**src/rtl/eth_stream_pkg.sv**
```systemverilog
// eth_stream_pkg
// Shared constants, types and helpers for the 16-bit FIFO to byte-stream
// unpacker.
//   Q_DEPTH    : number of words the unpacker may hold, counting a read
//                still in flight.
//   byte_sel_e : which byte of the head word is on the output.
//   cnt_width  : width needed for a 0..frame_bytes-1 byte counter.
package eth_stream_pkg;

  localparam logic [1:0] Q_DEPTH = 2'd2;

  typedef enum logic {
    SEL_FIRST  = 1'b0,
    SEL_SECOND = 1'b1
  } byte_sel_e;

  // Width of a counter running 0..frame_bytes-1. A 2-byte frame still
  // needs one bit.
  function automatic int cnt_width(input int frame_bytes);
    return (frame_bytes > 2) ? $clog2(frame_bytes) : 1;
  endfunction

endpackage

```
**src/rtl/word_skid_q2.sv**
```systemverilog
// word_skid_q2
// Two-entry in-order word queue. A push and a pop may happen in the same
// cycle; the count then stays the same and order is preserved.
// Ports:
//   clk, rst_n  : clock, asynchronous active-low reset
//   push        : write push_data at the tail
//   push_data   : word to store
//   pop         : drop the head entry (ignored when empty)
//   count       : number of stored words, 0..2
//   head        : oldest stored word (0 after reset)
module word_skid_q2
  import eth_stream_pkg::*;
#(
  parameter int W = 16
) (
  input  logic         clk,
  input  logic         rst_n,
  input  logic         push,
  input  logic [W-1:0] push_data,
  input  logic         pop,
  output logic [1:0]   count,
  output logic [W-1:0] head
);

  logic [W-1:0] head_q, head_d;
  logic [W-1:0] tail_q, tail_d;
  logic [1:0]   count_q, count_d;
  logic         pop_ok;

  always_comb begin
    head_d  = head_q;
    tail_d  = tail_q;
    count_d = count_q;
    pop_ok  = pop && (count_q != 2'd0);

    case ({push, pop_ok})
      2'b10: begin
        if (count_q == 2'd0) begin
          head_d  = push_data;
          count_d = 2'd1;
        end else if (count_q < Q_DEPTH) begin
          tail_d  = push_data;
          count_d = count_q + 2'd1;
        end
      end
      2'b01: begin
        head_d  = tail_q;
        count_d = count_q - 2'd1;
      end
      2'b11: begin
        // Head leaves while a new word arrives: with one entry the new
        // word becomes the head, with two it moves in behind the old tail.
        if (count_q == 2'd1) begin
          head_d = push_data;
        end else begin
          head_d = tail_q;
          tail_d = push_data;
        end
      end
      default: ;
    endcase
  end

  always_ff @(posedge clk or negedge rst_n) begin
    if (!rst_n) begin
      head_q  <= '0;
      tail_q  <= '0;
      count_q <= 2'd0;
    end else begin
      head_q  <= head_d;
      tail_q  <= tail_d;
      count_q <= count_d;
    end
  end

  assign count = count_q;
  assign head  = head_q;

endmodule

```
**src/rtl/fifo16_byte_unpack.sv**
```systemverilog
// fifo16_byte_unpack
// Reads 16-bit words from a standard-mode FIFO (data one cycle after the
// read strobe) and emits them as a valid/ready byte stream, framed into
// FRAME_BYTES-byte frames with m_last on each frame's final byte.
// Ports:
//   clk, rst_n  : clock (FIFO read clock), asynchronous active-low reset
//   fifo_dout   : FIFO read data
//   fifo_empty  : FIFO empty flag
//   fifo_rd_en  : FIFO read strobe
//   m_data      : output byte
//   m_valid     : output byte valid
//   m_ready     : downstream accept
//   m_last      : final byte of a frame
//
// Byte-select state:
//   state      | meaning
//   SEL_FIRST  | head word's first byte (per MSB_FIRST) is on m_data
//   SEL_SECOND | head word's second byte is on m_data; accept pops head
module fifo16_byte_unpack
  import eth_stream_pkg::*;
#(
  parameter int FRAME_BYTES = 64,
  parameter int MSB_FIRST   = 1
) (
  input  logic        clk,
  input  logic        rst_n,
  input  logic [15:0] fifo_dout,
  input  logic        fifo_empty,
  output logic        fifo_rd_en,
  output logic [7:0]  m_data,
  output logic        m_valid,
  input  logic        m_ready,
  output logic        m_last
);

  localparam int                CNT_W    = cnt_width(FRAME_BYTES);
  localparam logic [CNT_W-1:0]  LAST_IDX = CNT_W'(FRAME_BYTES - 1);

  byte_sel_e        sel_q, sel_d;
  logic [CNT_W-1:0] cnt_q, cnt_d;
  logic             inflight_q, inflight_d;
  logic             run_q, run_d;

  logic [1:0]       q_count;
  logic [15:0]      q_head;
  logic             q_pop;
  logic             xfer;
  logic [7:0]       first_byte;
  logic [7:0]       second_byte;

  word_skid_q2 #(.W(16)) u_q (
    .clk       (clk),
    .rst_n     (rst_n),
    .push      (inflight_q),
    .push_data (fifo_dout),
    .pop       (q_pop),
    .count     (q_count),
    .head      (q_head)
  );

  always_comb begin
    // run_q keeps the read strobe low during reset and the first cycle
    // after it, while still depending only on registered state.
    fifo_rd_en  = run_q && !fifo_empty &&
                  ((q_count + {1'b0, inflight_q}) < Q_DEPTH);

    first_byte  = (MSB_FIRST != 0) ? q_head[15:8] : q_head[7:0];
    second_byte = (MSB_FIRST != 0) ? q_head[7:0]  : q_head[15:8];

    m_valid     = (q_count != 2'd0);
    m_data      = 8'h00;
    if (m_valid) begin
      m_data = (sel_q == SEL_SECOND) ? second_byte : first_byte;
    end
    m_last      = m_valid && (cnt_q == LAST_IDX);

    xfer        = m_valid && m_ready;
    q_pop       = xfer && (sel_q == SEL_SECOND);

    run_d       = 1'b1;
    inflight_d  = fifo_rd_en;

    sel_d       = sel_q;
    cnt_d       = cnt_q;
    if (xfer) begin
      sel_d = (sel_q == SEL_FIRST) ? SEL_SECOND : SEL_FIRST;
      cnt_d = (cnt_q == LAST_IDX) ? '0 : cnt_q + CNT_W'(1);
    end
  end

  always_ff @(posedge clk or negedge rst_n) begin
    if (!rst_n) begin
      sel_q      <= SEL_FIRST;
      cnt_q      <= '0;
      inflight_q <= 1'b0;
      run_q      <= 1'b0;
    end else begin
      sel_q      <= sel_d;
      cnt_q      <= cnt_d;
      inflight_q <= inflight_d;
      run_q      <= run_d;
    end
  end

endmodule
```
**config.mk**
```make
export PLATFORM = sky130hd
export DESIGN_NAME = fifo16_byte_unpack
export DESIGN_NICKNAME = d
export VERILOG_FILES = /design/src/rtl/eth_stream_pkg.sv /design/src/rtl/word_skid_q2.sv /design/src/rtl/fifo16_byte_unpack.sv
export SDC_FILE = /design/constraint.sdc
export NUM_CORES = 1
export LEC_CHECK = 0
export ABC_AREA = 1
export CAP_MARGIN = 5
export CORE_AREA = 2 2 67 69
export CTS_CLUSTER_DIAMETER = 100
export DETAILED_ROUTE_END_ITERATION = 10
export DIE_AREA = 0 0 69 71
export DONT_BUFFER_PORTS = 1
export GPL_ROUTABILITY_DRIVEN = 1
export PLACE_DENSITY = 0.71
export SETUP_SLACK_MARGIN = 0.4
export SYNTH_ARGS = -nofsm -noshare
export SYNTH_HDL_FRONTEND = slang
export SYNTH_SLANG_ARGS = --single-unit
export TNS_END_PERCENT = 1
```
**constraint.sdc**
```tcl
create_clock -name clk -period 3.5 [get_ports clk]
set_input_delay 0.7 -clock clk [delete_from_list [all_inputs] [get_ports clk]]
set_output_delay 0.7 -clock clk [all_outputs]
set_load 0.005 [all_outputs]
```
==> metrics <==
FP Rows=24; fin util=57.3%; Final nets=334; worst-skew pair later-pin latency=0.31 ns; Tmin final=2.57 ns; Reg-to-Reg Start=u_q.count[1]; Max transition margin=54.9%; crit-path max cell delay=0.57 ns; fin crit share=73.6%; Syn Area/Cell=7.50 um^2; metal2 WL=2010 um; highest routed layer=met4; status=completed; Net Count, Synth=337; most used cell along the critical path=nand2_1; Ys Warns=0; top_reg_cell synth=dfrtp_1; DR iter-0 viols=135; vias post-DR=1,802; Worst-path clk slew=0.09 ns; Core ar.=4200 um^2; first-pass GRT wire length=8140 um; post-synthesis sequential element count=43; HP Class=input port to async pin; placed cells=352; Critical Path, Cell by Cell=inv_1, ha_1, inv_2, nand2_4, inv_4, nand2_8, inv_1, ha_1, o21ai_2, nand2_1, nand2_1, nand2_1, nand2_1; critical path's slowest cell=o21ai_2; fmax=388 MHz; vias in the first global route=1,677; port buffer count=0; crit path DAT=2.83 ns; post-synth top area share=46.3%; Crit path buffers/inverters=4; max_cap viols=0; DRT antenna net count=0; DRT Wirelength=4650 um; DR DRC count=0; Chip Height=71 um; Worst setup EP type=flip-flop; reg2reg end=u_q.head[9]; Power Density=860 nW/um^2; final max-slew violation count=0; Crit path max-delay family=simple AND/OR/NAND/NOR gates; GR Overflow Total=0; Setup Viol. Count Final=0; Antenna diodes=0; largest net degree at the start of global routing=44; gp weighted congestion=0.811; Layout area overhead=3.55%; maximum vdd ir drop=0.317 mV; Critical Path Fanout Max=16; Power Internal=1.16 mW; Final Non-Filler Cells=360; most frequent cell after synthesis=nand2_1; static leakage=1.26 nW; Vias/cell=5.01; Clk pwr share=15.5%; unrepaired setup endpoints after global routing=no; Max H-tree Level=2; crit path kind=flip-flop to flip-flop; measured slew at the worst slew-check pin=0.676 ns; synthesized area=2320 um^2; worst reg-to-reg setup slack=0.93 ns; chip width=69 um; met1 wire length=2280 um; IO Pins=31; top cells by count, synth=nand2_1 (131), dfrtp_1 (43), nor2_1 (40), o21ai_0 (26), inv_1 (25); FF-to-FF path depth=13; cell taking the most area after synthesis=dfrtp_1; TritonCTS Buffers=5; sw power=0.906 mW; worst clock skew=0.00809 ns; final hold violations=0; Post-synth ARST share=100%; CTS tree=built; number of synthesized flops with an enable pin=0; share of the yosys chip area belonging to registers=46.3%; Root Buffer=clkbuf_8; Fin Setup TNS=0 ns; total track usage=21.3%; Unique masters post-synth=29; first drt pass iteration count=4; sequential share of power=41.8%; Fill cells=407; Sink Count=43; Synth area leaders=dfrtp_1 (46%), nand2_1 (21%), nor2_1 (6.5%); Detailed Place HPWL=3260 um; Logic pwr share=42.7%; Post-CTS Setup Bufs=0; Syn Inst Count=310; Die ar.=4900 um^2; initial antenna violation count=0; Sw Ratio=43.8%; Initial Util=55.3%; Crit path required time=3.76 ns; WL per Instance=12.9 um; routed length on met3=275 um; Setup crit start kind=flip-flop; clock tree buffer depth=2; share of layout cells above drive strength 1=5.84%
## stage by stage
| step | setup slack (ns) | hold slack [ns] | cell area [um^2] | power (mW) |
|---|---|---|---|---|
| 2_1_floorplan | 1.53 | 0.404 | 2320 | 1.61 |
| 3_3_place_gp | 0.844 | 0.406 | 2320 | 1.73 |
| 3_5_place_dp | 0.664 | 0.406 | 2320 | 1.76 |
| 4_1_cts | 0.666 | 0.0668 | 2400 | 2.08 |
| 5_1_grt | 0.704 | 0.0510 | 2410 | 2.28 |
| 6_report | 0.925 | 0.0771 | 2410 | 2.07 |
## cells in the final DEF, fill, tap and decap left out
master      instances
nand3_1             4
nor2_1             40
ha_1                7
nand3b_1            1
xnor2_1             1
o21ai_0            26
xor2_1              2
inv_1              25
clkbuf_8            5
nand2_1           131
inv_6               1
nand2_8             2
nand2_4             1
a31oi_1             1
dfrtp_1            43
o21ai_1             4
o21ai_2             1
clkinv_2            1
o21bai_4            1
conb_1              1
a21o_1              1
inv_4               1
nor2_4              2
inv_2               1
nor3_1              2
clkinvlp_4          1
clkbuf_1            1
nand2_2             1
## cell type report
| class | count | area, um^2 | area share [%] |
|---|---|---|---|
| Sequential cell | 43 | 1080 | 44.7 |
| Multi-Input combinational cell | 229 | 1070 | 44.4 |
| Inverter | 28 | 113 | 4.68 |
| Clock buffer | 6 | 72.6 | 3.01 |
| Tap cell | 52 | 65.1 | 2.70 |
| Clock inverter | 2 | 12.5 | 0.520 |
## flip-flops by register name (all words and copies together) (netlist names)
register and cells:
sel_q 1, cnt_q 6, u_q.count 2, inflight_q 1, u_q.head 16, u_q.tail_q 16
run_q 1
## routing by layer
metal	global-route usage [%]	up-vias
met3	6.41	6
met2	30.9	42
li1	-	937
met4	8.50	0
met1	30.2	817
met5	0	-
## power by group through the flow
stage               logic, mW  registers, mW  clock network [mW]
finish                  0.883          0.865               0.320
global route             1.03          0.899               0.354
CTS                     0.892          0.864               0.329
detailed placement      0.883          0.875                   0
global placement        0.866          0.865                   0
floorplan               0.779          0.827                   0
## worst max path at each step
| stage | start | end | depth (start not counted) |
|---|---|---|---|
| global placement | u_q.count[1] | u_q.tail_q[15] | 11 |
| floorplan | u_q.count[1] | u_q.head[10] | 15 |
| detailed placement | u_q.count[1] | u_q.tail_q[10] | 11 |
| global route | u_q.count[0] | u_q.head[7] | 13 |
| finish | u_q.count[1] | u_q.head[9] | 13 |
| CTS | u_q.count[1] | u_q.tail_q[10] | 11 |
## cell families (layout without fill, tap and decap cells)
logic type,after synthesis,after routing,synth area share [%]
buffers and inverters,38,36,7.97
other,1,1,0.161
and+or+nand+nor,184,184,32.5
adders and majority gates,7,7,3.77
xor gates and xnor gates,3,3,1.13
DFF,43,43,46.3
AOI/OAI and AO/OA,34,34,8.23
## repair_timing
| action | 4_1_cts | 5_1_grt |
|---|---|---|
| endpoints found under the setup margin | 0 | 3 |
| hold buffers | 0 | 0 |
| resized for setup | 0 | 1 |
Note: power is estimated with default switching activity, not from simulation.
